`config.mk`:
```
export PLATFORM = sky130hd
export DESIGN_NAME = target_generator
export DESIGN_NICKNAME = d
export VERILOG_FILES = /design/src/rtl/target_generator.sv
export SDC_FILE = /design/constraint.sdc
export NUM_CORES = 1
export LEC_CHECK = 0
export CAP_MARGIN = 25
export CORE_ASPECT_RATIO = 1.75
export CORE_UTILIZATION = 60
export CTS_CLUSTER_SIZE = 30
export DETAILED_ROUTE_END_ITERATION = 6
export DONT_BUFFER_PORTS = 1
export PLACE_DENSITY = 0.76
export SLEW_MARGIN = 0
export SYNTH_ARGS = -nofsm -noshare
export SYNTH_HDL_FRONTEND = slang
export SYNTH_SLANG_ARGS = --single-unit
export TNS_END_PERCENT = 30
```
`constraint.sdc`:
```
create_clock -name CLK -period 1.98 [get_ports CLK]
set_input_delay 0 -clock CLK [delete_from_list [all_inputs] [get_ports CLK]]
set_output_delay 0 -clock CLK [all_outputs]
set_load 0.005 [all_outputs]
```
`src/rtl/target_generator.sv`:
```
// -----------------------------------------------------------------------------
// target_generator
//
// Food-target source for the snake game. It holds the current target cell on
// the 160x120 grid. When the snake head reaches the target, it bumps the score
// and searches two free-running LFSRs for a new in-range cell. WIN asserts
// once the score reaches WIN_SCORE.
//
// Parameters:
//   MAX_X      largest legal target column
//   MAX_Y      largest legal target row
//   INIT_X     target column after reset / game start
//   INIT_Y     target row after reset / game start
//   WIN_SCORE  score at which WIN asserts (1..255)
//
// Compile-time option:
//   TARGET_AVOID_EDGE_EN  when defined, targets are drawn only from
//                         1..MAX_X-1 / 1..MAX_Y-1, so they never lie on the
//                         border. INIT_X/INIT_Y must then lie in that range.
//
// Ports:
//   CLK           in   system clock
//   RESET         in   asynchronous, active-high reset; release is expected
//                      to be synchronous to CLK
//   M_STATE[1:0]  in   master state: 00 start, 01 play, 10 win, 11 unused
//   REACHED       in   one-cycle pulse: snake head is on the target
//   TARGET_H[7:0] out  target column
//   TARGET_V[6:0] out  target row
//   TARGET_VALID  out  high when TARGET_H/V is a settled target
//   SCORE[7:0]    out  targets eaten this game
//   WIN           out  high while SCORE == WIN_SCORE (one cycle of lag)
// -----------------------------------------------------------------------------
module target_generator #(
    parameter int MAX_X     = 159,
    parameter int MAX_Y     = 119,
    parameter int INIT_X    = 40,
    parameter int INIT_Y    = 30,
    parameter int WIN_SCORE = 10
) (
    input  logic       CLK,
    input  logic       RESET,
    input  logic [1:0] M_STATE,
    input  logic       REACHED,
    output logic [7:0] TARGET_H,
    output logic [6:0] TARGET_V,
    output logic       TARGET_VALID,
    output logic [7:0] SCORE,
    output logic       WIN
);

    typedef enum logic {
        ST_ACTIVE = 1'b0,
        ST_SEARCH = 1'b1
    } state_e;

    localparam logic [1:0] M_START = 2'b00;
    localparam logic [1:0] M_PLAY  = 2'b01;

    localparam logic [7:0] INIT_H  = 8'(INIT_X);
    localparam logic [6:0] INIT_V  = 7'(INIT_Y);
    localparam logic [7:0] WIN_SC  = 8'(WIN_SCORE);

    localparam logic [7:0] LFSR_H_SEED = 8'hB4;
    localparam logic [6:0] LFSR_V_SEED = 7'h55;

    // Feedback taps: x^8+x^6+x^5+x^4+1 (bits 7,5,4,3) and x^7+x^6+1 (bits 6,5).
    // Both are maximal length, giving coprime periods 255 and 127.
    localparam logic [7:0] LFSR_H_TAPS = 8'b1011_1000;
    localparam logic [6:0] LFSR_V_TAPS = 7'b110_0000;

`ifdef TARGET_AVOID_EDGE_EN
    localparam logic [7:0] H_MAX = 8'(MAX_X - 1);
    localparam logic [6:0] V_MAX = 7'(MAX_Y - 1);
`else
    localparam logic [7:0] H_MAX = 8'(MAX_X);
    localparam logic [6:0] V_MAX = 7'(MAX_Y);
`endif

    state_e     state_q, state_d;
    logic [7:0] target_h_q, target_h_d;
    logic [6:0] target_v_q, target_v_d;
    logic [7:0] score_q, score_d;
    logic       win_q, win_d;
    logic [7:0] lfsr_h_q, lfsr_h_d;
    logic [6:0] lfsr_v_q, lfsr_v_d;
    logic       cand_ok;
    logic       hit;

    // Free-running LFSRs: they step every cycle, independent of game state,
    // so the candidate seen in SEARCH depends on when the target was eaten.
    assign lfsr_h_d = {lfsr_h_q[6:0], ^(lfsr_h_q & LFSR_H_TAPS)};
    assign lfsr_v_d = {lfsr_v_q[5:0], ^(lfsr_v_q & LFSR_V_TAPS)};

    // The current LFSR pair is the candidate; comparisons are unsigned.
`ifdef TARGET_AVOID_EDGE_EN
    assign cand_ok = (lfsr_h_q != 8'd0) && (lfsr_h_q <= H_MAX) &&
                     (lfsr_v_q != 7'd0) && (lfsr_v_q <= V_MAX);
`else
    assign cand_ok = (lfsr_h_q <= H_MAX) && (lfsr_v_q <= V_MAX);
`endif

    // A hit only counts while playing and before the game is won.
    assign hit = REACHED && (M_STATE == M_PLAY) && !win_q;

    // WIN lags SCORE by one edge and falls one edge after SCORE clears.
    assign win_d = (score_q == WIN_SC);

    always_comb begin
        // NOTE: every next-state signal gets its default first; without it
        // the branches below that leave a signal unassigned would infer latches.
        state_d    = state_q;
        target_h_d = target_h_q;
        target_v_d = target_v_q;
        score_d    = score_q;

        if (M_STATE == M_START) begin
            // Game (re)start overrides everything, including an open search.
            state_d    = ST_ACTIVE;
            target_h_d = INIT_H;
            target_v_d = INIT_V;
            score_d    = 8'd0;
        end else begin
            case (state_q)
                ST_ACTIVE: begin
                    if (hit) begin
                        state_d = ST_SEARCH;
                        score_d = (score_q >= WIN_SC) ? WIN_SC : score_q + 8'd1;
                    end
                end
                ST_SEARCH: begin
                    // REACHED is ignored here; keep drawing until a pair fits.
                    if (cand_ok) begin
                        state_d    = ST_ACTIVE;
                        target_h_d = lfsr_h_q;
                        target_v_d = lfsr_v_q;
                    end
                end
                default: state_d = ST_ACTIVE;
            endcase
        end
    end

    always_ff @(posedge CLK or posedge RESET) begin
        if (RESET) begin
            state_q    <= ST_ACTIVE;
            target_h_q <= INIT_H;
            target_v_q <= INIT_V;
            score_q    <= 8'd0;
            win_q      <= 1'b0;
            lfsr_h_q   <= LFSR_H_SEED;
            lfsr_v_q   <= LFSR_V_SEED;
        end else begin
            // NOTE: non-blocking assignments make every flop sample the
            // pre-edge values, so update order inside this block is irrelevant.
            state_q    <= state_d;
            target_h_q <= target_h_d;
            target_v_q <= target_v_d;
            score_q    <= score_d;
            win_q      <= win_d;
            lfsr_h_q   <= lfsr_h_d;
            lfsr_v_q   <= lfsr_v_d;
        end
    end

    assign TARGET_H     = target_h_q;
    assign TARGET_V     = target_v_q;
    assign TARGET_VALID = (state_q == ST_ACTIVE);
    assign SCORE        = score_q;
    assign WIN          = win_q;

endmodule

```
* Word level (Yosys, flattened, before mapping)
Index checks and enable logic that the tools add are counted.
Storage, ports and cells: register bits 40, latch bits 0, memory bits (writable) 0, bits in read-only memories 0, output and inout bits 25, logic and storage cells 41, memories 0
Cells by class: add/sub/neg operators 1, multiply operators 0, divide/modulo/power cells 0, magnitude comparators 3, eq/ne operators 3, shift-type cells 0, multiplexer cells 14, bitwise logic cells 1, reduce and logical (&&, ||, !) cells 12
Operators by type and width (number):
- 8-bit 2-to-1 mux | 7
- 7-bit 2-to-1 mux | 3
- 8-bit by 1-bit adder with 8-bit output (second input constant) | 1
- 8-bit by 4-bit == test with 1-bit output (second input constant) | 1
- 8-bit by 4-bit >= comparator with 1-bit output (second input constant) | 1
- 8-bit <= comparator (second input constant) | 1
- 8-bit XOR reduction | 1
- 7-bit <= comparator (second input constant) | 1
- 7-bit XOR reduction | 1
- 2-bit nonzero test | 3
- 2-bit AND reduction | 2
- 1-bit logical AND | 3
- 1-bit 2-to-1 mux | 3
- 2-bit by 1-bit == test with 1-bit output (second input constant) | 1
- 2-bit logical NOT | 1
- 2-bit by 1-bit != test with 1-bit output (second input constant) | 1
- 1-bit case mux with 2 select lines | 1
- 1-bit logical NOT | 1
- 1-bit inverter | 1

* Longest topological paths before layout
depth in word-level cells 6, depth in mapped cells 7, mapped depth without buffers 6

* Worst setup path after synthesis
OpenSTA, ideal clock, no wires.
path type reg2reg, from register lfsr_h_q[5], to register target_h_q[0], in the netlist TARGET_H[0], arrival 1.605 ns, required time 1.902 ns, setup slack 0.297 ns, cell stages (with the launch flop) 8, buffers on the path 1, cells stage by stage dfstp_2 > inv_1 > ha_1 > nand4_1 > a2bb2oi_1 > clkbuf_1 > o21ai_0 > a21oi_1
Between the ends: word-level cells in the longest chain between the ends 4
RTL lines:
- from (decl) | line 84 | logic [7:0] lfsr_h_q, lfsr_h_d;
- from (signal assigned) | line 160 | lfsr_h_q <= lfsr_h_d;
- 8-bit <= comparator | line 99 | assign cand_ok = (lfsr_h_q <= H_MAX) && (lfsr_v_q <= V_MAX);
- 1-bit logical AND | line 99
- 2-bit nonzero test (no source line)
- 2-bit AND reduction (no source line)
- to (signal assigned) | line 156 | target_h_q <= target_h_d;
- to (decl) | line 80 | logic [7:0] target_h_q, target_h_d;
Every way passes these cells. A chain may end at the register's enable or synchronous reset.

* Worst setup path after layout
from register lfsr_h_q[5], to register target_h_q[7], in the netlist TARGET_H[7]
Same word-level chain as after synthesis.

==> flow_metrics.tcl <==
set metrics [dict create \
    outcome "finished clean" \
    path_clk_slew_ns 0.07 \
    cts_tree "done" \
    synth_top_area_share 0.3969 \
    grt_pass1_wl_um 5589 \
    via_per_inst 6.514 \
    path_cells "inv_1 -> ha_1 -> nand4_1 -> a2bb2oi_1 -> buf_4 -> o21ai_0 -> a21oi_1" \
    p_leak_uw 0.0008000 \
    wl_per_cell_um 18.12 \
    dieArea_um2 2953 \
    final_max_slew_viol_count 0 \
    antenna_cells 0 \
    cp.arrival_ns 1.86 \
    final_hold_viol_count 0 \
    crit_family "flip-flops" \
    ir_worst_vdd_mv 0.8409 \
    io_buffers 0 \
    cp.required_ns 2.19 \
    gp_congestion 0.7821 \
    cp_slowest_stage_delay_ns 0.56 \
    seqPwrFrac 0.542 \
    power-per-cell-area_nw_per_um2 949.4 \
    internal-power_uw 1318 \
    syn_avg_cell_area_um2 11.38 \
    design_area_um2 1824 \
    track_usage 0.2475 \
    grt-ovfl-total 0 \
    cp-start-kind "flip-flop" \
    path_buf_inv 2 \
    dp_hpwl_um 2283 \
    p_sw_frac 0.2388 \
    period_needed_ns 1.657 \
    synth_fp_nets 153 \
    grt_pass1_vias 1233 \
    syn2layout_area_growth_pct 11.30 \
    skew_ns 0.008376 \
    antenna_left 0 \
    root_buffer "clkbuf_8" \
    rsz0062_at_grt "no" \
    cts_setup_buffers 0 \
    rows 24 \
    fin_crit_sh 0.8367 \
    setup_viol 0 \
    drt_iter0_markers 45 \
    p_sw_uw 413.6 \
    core_area_um2 2552 \
    die-height_um 71.14 \
    ys_ff_latch 40 \
    io-pin-count 30 \
    fmax_mhz 603.6 \
    cts.sinks 40 \
    grt_max_degree 41 \
    clk_path_buf_depth 2 \
    fp.dieW_um 41.51 \
    dpl_cell_area_um2 1687 \
    htree_levels 2 \
    antenna_found_initial 0 \
    hp-class "input pin to flip-flop" \
    critPathCaptureType "flip-flop" \
    wirelength_um 3280 \
    worst_pin_slew_ns 0.6804 \
    syn-instance-count 144 \
    ys_warn_count 0 \
    initial_core_util 0.6422 \
    synth-seq-area-share 0.6214 \
    synth.area.top_cells "dfrtp_1 (40%), dfstp_2 (22%), nand3_1 (6.1%)" \
    dp_slack_ns 0.3173 \
    route.detailed.drc 0 \
    clock_power_share 0.366 \
    worst-setup-path-type "flip-flop to flip-flop" \
    netlist_area_um2 1639 \
    vias 1179 \
    drive_gt1_frac 0.2000 \
    max_slew_margin 0.5447 \
    critPathMaxFanout 15 \
    clk_latency_ns 0.29 \
    drv_cap 0 \
    tns_ns 0 \
    synthDistinctLibCells 34 \
    drtPass1Iterations 4 \
    combPwrFrac 0.092 \
    final_nets 163 \
    synth_largest_area_cell "dfrtp_1" \
    crit_slowest_cell "dfstp_2" \
    layout_setup_ws_ns 0.3234 \
    cts_inserted_buffers 5 \
]
==> repair_timing <==
item / 4_1_cts / 5_1_grt
hold endpoints to repair: 35 / 0
gates resized for setup: 0 / 0
hold buffers: 3 / 0
==> final timing paths <==
kind | start | endpoint | slack (ns) | cells past startpoint
min | M_STATE[0] | SCORE[1] | 0.03 | 2
max reg2reg | lfsr_h_q[5] | TARGET_H[7] | 0.32 | 7
max | lfsr_h_q[5] | TARGET_H[7] | 0.32 | 7
min reg2reg | lfsr_h_q[4] | lfsr_h_q[5] | 0.40 | 0
max in group asynchronous | RESET | lfsr_v_q[2] | 1.35 | 3
min in group asynchronous | RESET | lfsr_h_q[1] | 0.27 | 3
==> through the flow <==
stage	hold WS (ns)	util	total power, uW	instances
floorplan	0.1712	-	1049	144
global placement	0.02519	0.6608	1099	170
detailed placement	0.03155	0.6608	1105	170
CTS	0.02067	0.7147	1747	181
global route	0.03435	0.7147	1802	181
finish	0.02551	0.7147	1732	181
==> power groups by stage <==
stage | combinational [uW] | sequential (uW) | clock [uW]
2_1_floorplan | 113 | 936 | 0
3_3_place_gp | 147 | 952 | 0
3_5_place_dp | 152 | 953 | 0
4_1_cts | 159 | 939 | 648
5_1_grt | 177 | 946 | 679
6_report | 159 | 938 | 634
==> routing by layer <==
| metal | global-route usage | vias to the layer above | routed length (um) |
|---|---|---|---|
| met5 | 0 | - | 0 |
| met4 | 0.1147 | 0 | 51 |
| met3 | 0.06378 | 7 | 193 |
| met2 | 0.4201 | 44 | 1755 |
| met1 | 0.2880 | 580 | 1279 |
| li1 | - | 548 | - |
==> registers in the layout, summed over array words and instances, names as in the netlist <==
register	flops
SCORE	8
lfsr_v_q	7
WIN	1
TARGET_V	7
TARGET_H	8
lfsr_h_q	8
state_q	1
==> layout make-up <==
class,count,area [um2]
flip-flops and latches,40,1018
fillers,192,728.2
multi-input cells,93,575.6
clock buffers,6,72.57
repair buffers,8,67.56
clock inverters,2,35.03
well taps,26,32.53
inverters,6,22.52
==> synth_stat cells <==
cell type and instances:
or4_1 1, or4_4 1, nor3_1 1, dfstp_2 14
o211a_1 1, nand4_1 3, o21ai_0 19, xor2_1 1
a41oi_1 2, inv_1 6, or2_2 1, nand3b_1 2
a2bb2oi_1 1, a21oi_2 1, and3_1 2, nor2b_1 1
dfrtp_1 26, and4_1 1, clkbuf_1 4, o2111ai_1 1
or3b_1 1, nor3b_2 1, nand3_1 20, o31a_1 1
buf_4 1, ha_1 4, o221ai_1 1, xnor2_1 2
nand2_1 2, a31o_2 1, nand2b_1 1, a21oi_1 14
o2bb2ai_1 1, nor2_1 5
==> layout by cell type, fill, tap and decap left out, drive strengths merged, types with 4 or more instances in the layout <==
cell,n
clkbuf,6
inv,6
dfstp,14
o21ai,19
a21oi,15
dfrtp,26
buf,5
ha,4
nor2,5
nand3,20
==> logic make-up (layout without fill, tap and decap cells) <==
group,count (synthesis),in the layout,synth area share
AOI/OAI and AO/OA,43,43,0.1550
xor gates and xnor gates,3,3,0.01603
adders and majority gates,4,4,0.03054
buffers and inverters,11,22,0.02748
DFF,40,40,0.6214
and+or+nand+nor,43,43,0.1496
(Power assumes the default switching activity.)
